$ cat src/rtl/code_entry_controller.sv
// Keypad lock sequencer: buffers four key symbols, replays them into a CodeDetector,
// then applies the unlock window, failure counting, inter-key timeout and lockout.
module code_entry_controller #(
  parameter int MAX_TRIES      = 3,
  parameter int TIMEOUT_CYCLES = 1000,
  parameter int UNLOCK_CYCLES  = 50,
  parameter int LOCKOUT_CYCLES = 500
) (
  input  logic       Clk,
  input  logic       Reset,
  input  logic       Start_Btn,
  input  logic       Key_Valid,
  input  logic [2:0] Key_In,
  input  logic       Det_U,
  output logic       Det_S,
  output logic [2:0] Det_In,
  output logic       Det_Reset,
  output logic       Unlock,
  output logic       Fail,
  output logic       Timeout,
  output logic       Locked_Out,
  output logic       Busy,
  output logic [2:0] Fail_Cnt
);

  localparam logic [3:0] IDLE    = 4'd0;
  localparam logic [3:0] COLLECT = 4'd1;
  localparam logic [3:0] CLEAR   = 4'd2;
  localparam logic [3:0] ARM     = 4'd3;
  localparam logic [3:0] FEED0   = 4'd4;
  localparam logic [3:0] FEED1   = 4'd5;
  localparam logic [3:0] FEED2   = 4'd6;
  localparam logic [3:0] FEED3   = 4'd7;
  localparam logic [3:0] CHECK   = 4'd8;
  localparam logic [3:0] UNLOCK  = 4'd9;
  localparam logic [3:0] LOCKOUT = 4'd10;

  localparam int MAXP = (TIMEOUT_CYCLES > UNLOCK_CYCLES) ?
                        ((TIMEOUT_CYCLES > LOCKOUT_CYCLES) ? TIMEOUT_CYCLES : LOCKOUT_CYCLES) :
                        ((UNLOCK_CYCLES > LOCKOUT_CYCLES) ? UNLOCK_CYCLES : LOCKOUT_CYCLES);
  localparam int TW = $clog2(MAXP + 1);

  localparam logic [TW-1:0] TO_LAST = TW'(TIMEOUT_CYCLES - 1);
  localparam logic [TW-1:0] UL_LAST = TW'(UNLOCK_CYCLES - 1);
  localparam logic [TW-1:0] LO_LAST = TW'(LOCKOUT_CYCLES - 1);
  localparam logic [2:0]    TRIES   = 3'(MAX_TRIES);

  logic [3:0]      state;
  logic [1:0]      cnt;
  logic [TW-1:0]   timer;
  logic [3:0][2:0] key_buf;
  logic [2:0]      fail_cnt;

  always_ff @(posedge Clk) begin
    if (Reset) begin
      state    <= IDLE;
      cnt      <= '0;
      timer    <= '0;
      key_buf  <= '0;
      fail_cnt <= '0;
      Fail     <= 1'b0;
      Timeout  <= 1'b0;
    end else begin
      Fail    <= 1'b0;
      Timeout <= 1'b0;
      case (state)
        IDLE: if (Start_Btn) begin
          state <= COLLECT;
          cnt   <= '0;
          timer <= '0;
        end
        COLLECT: begin
          // A restart takes priority over a key arriving in the same cycle
          if (Start_Btn) begin
            cnt   <= '0;
            timer <= '0;
          end else if (Key_Valid) begin
            key_buf[cnt] <= Key_In;
            timer        <= '0;
            cnt          <= cnt + 2'd1;
            if (cnt == 2'd3) state <= CLEAR;
          end else if (timer == TO_LAST) begin
            state   <= IDLE;
            timer   <= '0;
            cnt     <= '0;
            Timeout <= 1'b1;
          end else begin
            timer <= timer + 1'b1;
          end
        end
        CLEAR: state <= ARM;
        ARM:   state <= FEED0;
        FEED0: state <= FEED1;
        FEED1: state <= FEED2;
        FEED2: state <= FEED3;
        FEED3: state <= CHECK;
        CHECK: begin
          timer <= '0;
          if (Det_U) begin
            fail_cnt <= '0;
            state    <= UNLOCK;
          end else begin
            Fail     <= 1'b1;
            fail_cnt <= fail_cnt + 3'd1;
            state    <= (fail_cnt + 3'd1 == TRIES) ? LOCKOUT : IDLE;
          end
        end
        UNLOCK: begin
          if (timer == UL_LAST) begin
            state <= IDLE;
            timer <= '0;
          end else begin
            timer <= timer + 1'b1;
          end
        end
        LOCKOUT: begin
          if (timer == LO_LAST) begin
            state    <= IDLE;
            timer    <= '0;
            fail_cnt <= '0;
          end else begin
            timer <= timer + 1'b1;
          end
        end
        default: state <= IDLE;
      endcase
    end
  end

  always_comb begin
    Det_In = 3'd0;
    case (state)
      FEED0:   Det_In = key_buf[0];
      FEED1:   Det_In = key_buf[1];
      FEED2:   Det_In = key_buf[2];
      FEED3:   Det_In = key_buf[3];
      default: Det_In = 3'd0;
    endcase
  end

  assign Det_Reset  = Reset | (state == CLEAR);
  assign Det_S      = (state == ARM);
  assign Unlock     = (state == UNLOCK);
  assign Locked_Out = (state == LOCKOUT);
  assign Busy       = (state != IDLE);
  assign Fail_Cnt   = fail_cnt;

endmodule

$ cat config.mk
export PLATFORM = sky130hd
export DESIGN_NAME = code_entry_controller
export DESIGN_NICKNAME = d
export VERILOG_FILES = /design/src/rtl/code_entry_controller.sv
export SDC_FILE = /design/constraint.sdc
export NUM_CORES = 1
export LEC_CHECK = 0
export ABC_CLOCK_PERIOD_IN_PS = 2780
export BUFFER_PORTS_ARGS = -buffer_cell sky130_fd_sc_hd__buf_4
export CAP_MARGIN = 20
export CORE_MARGIN = 10
export CORE_UTILIZATION = 40
export DETAILED_ROUTE_END_ITERATION = 6
export HOLD_SLACK_MARGIN = 0.15
export PLACE_DENSITY = 0.61
export SLEW_MARGIN = 30
export SYNTH_ARGS = -nofsm -noshare
export SYNTH_HDL_FRONTEND = slang
export SYNTH_SLANG_ARGS = --single-unit
$ cat constraint.sdc
create_clock -name Clk -period 2.78 [get_ports Clk]
set_input_delay 0.695 -clock Clk [delete_from_list [all_inputs] [get_ports Clk]]
set_output_delay 0.695 -clock Clk [all_outputs]
set_load 0.01 [all_outputs]
==> reports/metrics.yaml, run 1 <==
synthesis:
  synth-async-reset-ratio: 0
  syn_area_per_cell_um2: 8.36
  yosysWarnings: 0
  ys_ff_latch: 33
  synth_top_area_share: 0.357
  ys.flop_type: "dfxtp_1"
  yosysTopAreaCell: "dfxtp_1"
  ys_types: 48
  postSynthCellCount: 221
  syn_nets: 237
  synth_edf_count: 0
  ys_top_cells_by_area: "dfxtp_1, nand2_1, a21oi_1, ha_1, nand3_1"
  synth_area_um2: 1850
  ys_seq_area_frac: 0.357
timing:
  hold_viol: 0
  worstMarginPinSlew_ns: 0.596
  drv_slew: 0
  fin_tns_setup_ns: 0
  worst_clock_skew_ns: 0.00470
  fin_ws_ns: 0.251
  relSlewSlack: 0.602
  fin_crit_ns: 2.53
  rsz0062_at_grt: "false"
  fmax_mhz: 395
  period_share: 0.910
  setup_viol: 0
cts:
  numCtsBuffers: 5
  tritoncts: "done"
  clockRootBuffer: "clkbuf_8"
  h-tree-depth: 2
  postCtsSetupBuffers: 0
  hold_buffers: 0
  clock_sinks: 33
  insertion_delay_ns: 0.28
  cts.clk_slew.worst_paths_ns: 0.07
  cts_resized: 0
  clock_path_buffers: 2
critical_path:
  required_ns: 2.09
  path_buf_inv: 1
  critPathKind: "flop to output pin"
  critical_path.top_delay_family: "flip-flops"
  start_kind: "flop"
  slowest_delay_ns: 0.70
  worstPathArrival_ns: 1.83
  crit_path_end_kind: "output pin"
  slowest_stage: "dfxtp_1"
  crit_chain: "mux4_2 > nor2b_1 > buf_4"
  crit_fanout: 17
grt:
  grt_pass1_vias: 1462
  grt_max_degree: 36
  grt_pass1_wl_um: 7090
  antenna_found_initial: 0
  gr-usage-all-layers: 0.114
  grt_overflow_total: 0
flow_run:
  drv_cap: 0
floorplan:
  die_area_um2: 7740
  start_util: 0.419
  fp.dieH_um: 88.0
  core-area_um2: 4410
  die_width_um: 88.0
  num_io_pins: 21
  core.rowCount: 24
worst_hold_path:
  hp-class: "flop to flop"
layout:
  fin_util: 0.480
  final_nets: 255
  synthToLayoutAreaGrowth_pct: 14.6
  drive_gt1_frac: 0.184
  antenna-diode-count: 0
  n_fill_cell: 445
placement:
  dp_hpwl_um: 2970
  gp_congestion: 0.814
  portBuffers: 20
  dp_slack_ns: 0.524
routing:
  first_pass_iters: 4
  wl_per_cell_um: 14.0
  via_per_inst: 5.41
  drc: 0
  routed_wl_um: 4090
  final_antenna_net_count: 0
  vias: 1574
  drt_iter0_markers: 59
status:
  outcome: "finished, final reports clean"
pwr:
  p_per_area_nw_per_um2: 535
  leakage_uw: 0.000772
  peakVddDrop_v: 0.000218
==> metrics by stage <==
step,cells,hold slack (ns),total power (µW),cell area (µm²)
floorplan,221,0.433,716,1850
global placement,284,0.444,787,2030
detailed placement,284,0.447,787,2030
CTS,291,0.455,1150,2120
global route,291,0.478,1220,2120
finish,291,0.453,1130,2120
==> cells in the final DEF, fill, tap and decap left out, drive strengths merged, types with 3 or more instances in the layout <==
cell and instances:
nand2 34, a21oi 21, ha 8, nand3 16, nor2b 6, and3 3
nor3 11, buf 22, clkbuf 7, nor3b 3, nand2b 4, dfxtp 33
xor2 8, mux4 3, nor2 18, inv 6, nand4 4
==> state kept, by name (all words and copies together) (netlist names) <==
name	count
state	4
Fail_Cnt	3
key_buf	12
timer	10
Fail	1
cnt	2
Timeout	1
==> worst min-delay path, delay by kind of cell (launching register included) <==
family | cells | cell delay [ns]
flip-flops | 1 | 0.31
AND/OR/NAND/NOR | 1 | 0.05
AO/OA/AOI/OAI | 1 | 0.05
==> Yosys cell counts, drive strengths merged (4+ instances only) <==
cell	count
xor2	8
buf	5
nand2	34
nand2b	4
nor2b	6
dfxtp	33
inv	6
clkbuf	6
nor2	18
nand4	4
nor3	11
nand3	16
ha	8
a21oi	21
==> metal layers <==
metal / share of wire / GRT usage
met1: 0.51 / 0.152
met2: 0.44 / 0.165
met3: 0.051 / 0.0353
met4: 0.0071 / 0.0435
met5: 0 / 0
==> final cells by class <==
cell class	count	area [µm²]	area share
clock buffer	7	86.3	0.0408
inverter	6	22.5	0.0106
multi-input combinational	171	1120	0.528
tap	52	65.1	0.0307
sequential	33	661	0.312
timing repair buffer	22	165	0.0780
==> cell families after synthesis <==
kind of cell / synth area share
AO/OA/AOI/OAI: 0.124
adder cells (fa/ha/maj): 0.0542
multiplexers: 0.0420
flip-flops: 0.357
AND/OR/NAND/NOR: 0.337
buffers and inverters: 0.0379
XOR/XNOR: 0.0474
==> power by group <==
group	internal (µW)	leakage (µW)	switching (µW)	total (µW)
clock	196	0.0000443	162	358
sequential	487	0.000266	44.3	531
combinational	112	0.000461	130	242
==> final timing paths <==
check	start	endpoint	slack, ns	cells past startpoint
setup / recovery	state[0]	Det_In[0]	0.25	3
hold / removal	key_buf[5]	key_buf[5]	0.45	2
setup reg to reg	state[0]	key_buf[2]	0.51	5
hold reg to reg	key_buf[5]	key_buf[5]	0.45	2
No activity file was read; power rests on OpenSTA's default activity.
==> run 2: changes to the inputs <==
--- a/config.mk
+++ b/config.mk
@@ -19 +19,2 @@
 export SYNTH_SLANG_ARGS = --single-unit
+export TNS_END_PERCENT = 100
==> constraint.sdc (replaced) <==
create_clock -name Clk -period 2.78 [get_ports Clk]
set_input_delay 0.417 -clock Clk [delete_from_list [all_inputs] [get_ports Clk]]
set_output_delay 0.417 -clock Clk [all_outputs]
set_load 0.01 [all_outputs]
==> run 2 against run 1 <==
Net effect:
- sequential power about the same
- total power down 0.81%
- wire length down 0.34%
- count of clock-buffer cells in the layout down 1
- largest cell class unchanged
- highest routed layer unchanged
==> reports/metrics.yaml, run 2 (synthesized netlist as in run 1, its figures left out) <==
status:
  outcome: "finished, final reports clean"
layout:
  layout_commonest_cell: "nand2_1"
  largest_register_ffs: 12  # unchanged
  largestRegisters: "key_buf (12), timer (10), state (4)"
  antenna-diode-count: 0  # unchanged
  fin_util: 0.479  # -0.000851
  final_nets: 255  # unchanged
  design_area_um2: 2110  # -0.18%
  layout_common_cells: "nand2_1, dfxtp_1, buf_4"
  n_fill_cell: 434  # -2.5%
  synthToLayoutAreaGrowth_pct: 14.4
  drive_gt1_frac: 0.188  # +0.00340
  regMostFlops: "key_buf"
floorplan:
  start_util: 0.419  # unchanged
  die_area_um2: 7740  # unchanged
  core-area_um2: 4410  # unchanged
  num_io_pins: 21  # unchanged
  fp.dieH_um: 88.0  # unchanged
  die_width_um: 88.0  # unchanged
  core.rowCount: 24  # unchanged
timing:
  relSlewSlack: 0.587  # -0.0156
  fmax_mhz: 427  # +8.0%
  drv_slew: 0  # unchanged
  hold_viol: 0  # unchanged
  setup_viol: 0  # unchanged
  fin_tns_setup_ns: 0  # unchanged
  fin_crit_ns: 2.34  # -0.187 ns
  worstMarginPinSlew_ns: 0.619  # +0.0236 ns
  holdWs_ns: 0.425  # -0.0282 ns
  worst_clock_skew_ns: 0.00612  # +0.00142 ns
  rsz0062_at_grt: "false"
  period_share: 0.842  # -0.0674
critical_path:
  start_kind: "flop"
  rr_startpoint: "state[0]"
  crit_fanout: 18  # +1
  ff2ff_setup_slack_ns: 0.44  # -0.07 ns
  worstPathArrival_ns: 2.50  # +0.67 ns
  crit_path_end_kind: "flop"
  critPathKind: "flop to flop"
  required_ns: 2.93  # +0.84 ns
  rr_endpoint: "key_buf[9]"
  rr_worst_depth: 5  # unchanged
cts:
  clockRootBuffer: "clkbuf_8"
  postCtsSetupBuffers: 0  # unchanged
  hold_buffers: 0  # unchanged
  h-tree-depth: 2  # unchanged
  clock_path_buffers: 2  # unchanged
  tritoncts: "done"
  numCtsBuffers: 5  # unchanged
  cts.clk_slew.worst_paths_ns: 0.06  # about the same
  insertion_delay_ns: 0.28  # about the same
  cts_resized: 0  # unchanged
  clock_sinks: 33  # unchanged
placement:
  placedInstanceArea_um2: 2030  # unchanged
  dp_hpwl_um: 2910  # -1.9%
  gp_congestion: 0.786  # -3.5%
  portBuffers: 20  # unchanged
flow_run:
  drv_cap: 0  # unchanged
routing:
  drc: 0  # unchanged
  vias: 1557  # -1.1%
  via_per_inst: 5.33  # -1.4%
  drt_iter0_markers: 128  # +120%
  wl_per_cell_um: 14.0  # -0.68%
  final_antenna_net_count: 0  # unchanged
  routed_wl_um: 4070  # -0.34%
  first_pass_iters: 5  # +1
grt:
  grt_overflow_total: 0  # unchanged
  gr-usage-all-layers: 0.110  # -0.00390
  grt_pass1_vias: 1447  # -1.0%
  grt_max_degree: 36  # unchanged
  grt_pass1_wl_um: 6930  # -2.3%
  antenna_found_initial: 0  # unchanged
pwr:
  leakage_uw: 0.000773  # about the same
  peakVddDrop_v: 0.000272  # +25%
  p_per_area_nw_per_um2: 531  # -0.63%
worst_hold_path:
  hold_depth: 3  # +1
  min_from: "Key_In[1]"
  hold_path_end: "key_buf[1]"
  hp-class: "primary input to flop"
[run 2: cell types whose count changed in the layout (fill, tap and decap cells not counted), sizes merged]
| cell | delta |
|---|---|
| clkbuf | -1 |
| clkinv | +2 |
[run 2: where the power goes]
part / internal (µW) / switching [µW]
logic: 111 / 133
registers: 487 / 42.7
clock network: 173 / 176
total: 771 / 352
[run 2: metrics by stage]
stage | total power (µW) | worst slack [ns] | instances
2_1_floorplan | 716 | 0.750 | 221
3_3_place_gp | 784 | 0.505 | 284
3_5_place_dp | 784 | 0.468 | 284
4_1_cts | 1140 | 0.447 | 292
5_1_grt | 1190 | 0.215 | 292
6_report | 1120 | 0.438 | 292
[run 2: how the worst max path moves through the flow]
stage                         from    endpoint  slack, ns  depth (start not counted)
after global routing      state[0]  key_buf[8]       0.21                          5
after global placement    state[0]  key_buf[9]       0.50                          5
after detailed placement  state[0]  key_buf[1]       0.47                          5
after floorplan           timer[0]    state[1]       0.75                          6
after CTS                 state[0]  key_buf[9]       0.45                          5
final                     state[0]  key_buf[9]       0.44                          5
[run 2: worst max-delay path: stages (launching register included)]
cell and delay, ns:
dfxtp_1 0.69, or4b_4 0.57, nor3b_4 0.57, nand2_1 0.20
nand2_1 0.12, a21oi_1 0.07
[run 2: layout make-up]
cell class              count  area, µm²  area share
flip-flops and latches     33        661       0.313
well taps                  52       65.1      0.0308
inverters                   6       22.5      0.0107
multi-input cells         171       1120       0.529
repair buffers             22        165      0.0782
clock buffers               6       72.6      0.0343
clock inverters             2       10.0     0.00474
[run 2: per-layer routing]
| layer | share of wire | wire [µm] | vias to the layer above | track usage |
|---|---|---|---|---|
| li1 | - | - | 817 | - |
| met5 | 0 | 0 | - | 0 |
| met4 | 0.0076 | 31 | 0 | 0.0391 |
| met3 | 0.060 | 243 | 4 | 0.0325 |
| met2 | 0.43 | 1770 | 30 | 0.165 |
| met1 | 0.50 | 2030 | 706 | 0.145 |
==> run 3: changes to the inputs <==
Settings changed: ABC_CLOCK_PERIOD_IN_PS 2780 to 1930, PLACE_DENSITY 0.61 to 0.63.
Clock period 2.78 ns to 1.93 ns, I/O delays scaled along.
==> run 3 against run 2 <==
Net effect:
- maximum frequency rose by 27%
- global-route usage rose by 0.46 points
- critical path depth rose by 1
- largest power group unchanged
- count of clock-buffer cells in the layout rose by 1
- hold slack got worse by 0.13 ns
- non-clock buffer count rose by 25
- setup slack got worse by 0.35 ns
- core utilization rose by 6.4 points
- via count rose by 8.1%
- final cell count rose by 8.6%
- first-iteration DRC count fell by 32%
==> reports/metrics.yaml, run 3 (synthesized netlist as in run 1, its figures left out) <==
pwr:
  leakage_uw: 0.000926  # +20%
  peakVddDrop_v: 0.000355  # +31%
  p_per_area_nw_per_um2: 774  # +46%
floorplan:
  die_area_um2: 7740  # unchanged
  die_width_um: 88.0  # unchanged
  core.rowCount: 24  # unchanged
  core-area_um2: 4410  # unchanged
  start_util: 0.419  # unchanged
  fp.dieH_um: 88.0  # unchanged
  num_io_pins: 21  # unchanged
critical_path:
  start_kind: "flop"
  rr_worst_depth: 6  # +1
  crit_path_end_kind: "flop"
  crit_chain: "ha_4 > and4_1 > nand4_1 > a22o_1 > or4_1 > a21oi_1"
  crit_fanout: 5  # -13
  rr_endpoint: "state[1]"
  worstPathArrival_ns: 2.05  # -0.45 ns
  ff2ff_setup_slack_ns: 0.09  # -0.35 ns
  rr_startpoint: "timer[0]"
  slowest_stage: "or4_1"
  required_ns: 2.14  # -0.79 ns
  slowest_delay_ns: 0.53  # -0.16 ns
  critPathKind: "flop to flop"
grt:
  grt_overflow_total: 0  # unchanged
  grt_max_degree: 36  # unchanged
  antenna_found_initial: 0  # unchanged
  gr-usage-all-layers: 0.114  # +0.00459
  grt_pass1_wl_um: 7200  # +3.9%
  grt_pass1_vias: 1506  # +4.1%
timing:
  relSlewSlack: 0.705  # +0.118
  fmax_mhz: 543  # +27%
  setup_viol: 0  # unchanged
  fin_crit_ns: 1.84  # -0.500 ns
  fin_tns_setup_ns: 0  # unchanged
  worstMarginPinSlew_ns: 0.439  # -0.181 ns
  worst_clock_skew_ns: 0.00477  # -0.00135 ns
  hold_viol: 0  # unchanged
  period_share: 0.955  # +0.112
  holdWs_ns: 0.295  # -0.129 ns
  drv_slew: 0  # unchanged
layout:
  layout_common_cells: "buf_4, nand2_1, dfxtp_1"
  regMostFlops: "key_buf"
  largestRegisters: "key_buf (12), timer (10), state (4)"
  drive_gt1_frac: 0.291  # +0.103
  antenna-diode-count: 0  # unchanged
  largest_register_ffs: 12  # unchanged
  synthToLayoutAreaGrowth_pct: 29.6
  final_nets: 280  # +9.8%
  layout_commonest_cell: "buf_4"
routing:
  routed_wl_um: 4440  # +8.9%
  wl_per_cell_um: 14.0  # +0.30%
  final_antenna_net_count: 0  # unchanged
  vias: 1683  # +8.1%
  first_pass_iters: 4  # -1
  via_per_inst: 5.31  # -0.43%
  drt_iter0_markers: 87  # -32%
  drc: 0  # unchanged
status:
  outcome: "finished, final reports clean"
worst_hold_path:
  hold_path_end: "key_buf[10]"
  hold_depth: 3  # unchanged
  hp-class: "primary input to flop"
  min_from: "Key_In[1]"
cts:
  clockRootBuffer: "clkbuf_8"
  clock_sinks: 33  # unchanged
  tritoncts: "done"
  insertion_delay_ns: 0.28  # about the same
  clock_path_buffers: 2  # unchanged
  h-tree-depth: 2  # unchanged
  cts.clk_slew.worst_paths_ns: 0.07  # about the same
  numCtsBuffers: 5  # unchanged
flow_run:
  drv_cap: 0  # unchanged
placement:
  portBuffers: 20  # unchanged
  dp_hpwl_um: 3270  # +12%
  gp_congestion: 0.875  # +11%
## run 3: changes by cell type in the layout (fill, tap and decap cells not counted), moves of 2 or more
cell	before	now
buf_12	0	2
dfxtp_1	33	29
dfxtp_2	0	3
clkbuf_8	5	7
buf_4	22	44
## run 3: area by class of cell
| class | instances | area (µm²) |
|---|---|---|
| fillers | 426 | 2020 |
| multi-input cells | 171 | 1160 |
| flip-flops and latches | 33 | 668 |
| repair buffers | 47 | 382 |
| clock buffers | 7 | 96.3 |
| well taps | 52 | 65.1 |
| inverters | 6 | 22.5 |
| clock inverters | 1 | 5.00 |
## run 3: what timing repair did
item / CTS / global route
gates resized for setup: 1 / 9
endpoints found under the setup margin: 1 / 17
cloned: 0 / 0
hold buffers: 0 / 0
buffers inserted: 0 / 4
pin swaps: 0 / 4
## run 3: layer usage
| metal | wire [µm] | vias up | track usage |
|---|---|---|---|
| li1 | - | 869 | - |
| met1 | 2060 | 778 | 0.147 |
| met2 | 2060 | 32 | 0.177 |
| met3 | 270 | 4 | 0.0381 |
| met4 | 46 | 0 | 0.0348 |
| met5 | 0 | - | 0 |
## run 3: worst max path at each step
stage / start / endpoint / slack (ns) / cells after the start
floorplan: timer[0] / state[1] / 0.004 / 6
global placement: timer[0] / state[1] / 0.06 / 6
detailed placement: state[2] / timer[2] / 0.02 / 6
finish: timer[0] / state[1] / 0.09 / 6
CTS: state[2] / timer[2] / 0.002 / 6
global route: timer[1] / timer[8] / -0.01 / 9
## run 3: stage by stage
stage               worst slack (ns)  power [µW]  cells  utilization  cell area [µm²]
CTS                          0.00175        1820    314        0.525             2320
global route                 -0.0142        1960    317        0.543             2390
global placement              0.0592        1240    306        0.501             2210
floorplan                    0.00445        1030    221            -             1850
detailed placement            0.0201        1240    306        0.501             2210
finish                        0.0875        1850    317        0.543             2390
## run 3: critical path: cells and delay by family (launching register included)
| kind | cells | cell delay (ns) |
|---|---|---|
| and+or+nand+nor | 3 | 0.87 |
| AOI/OAI and AO/OA | 2 | 0.40 |
| DFF | 1 | 0.38 |
| adders and majority gates | 1 | 0.12 |
## run 3: power by group
group / switching, µW / total (µW) / internal [µW]
sequential: 21.0 / 724 / 703
clock: 247 / 569 / 322
combinational: 271 / 559 / 288
total: 539 / 1850 / 1310
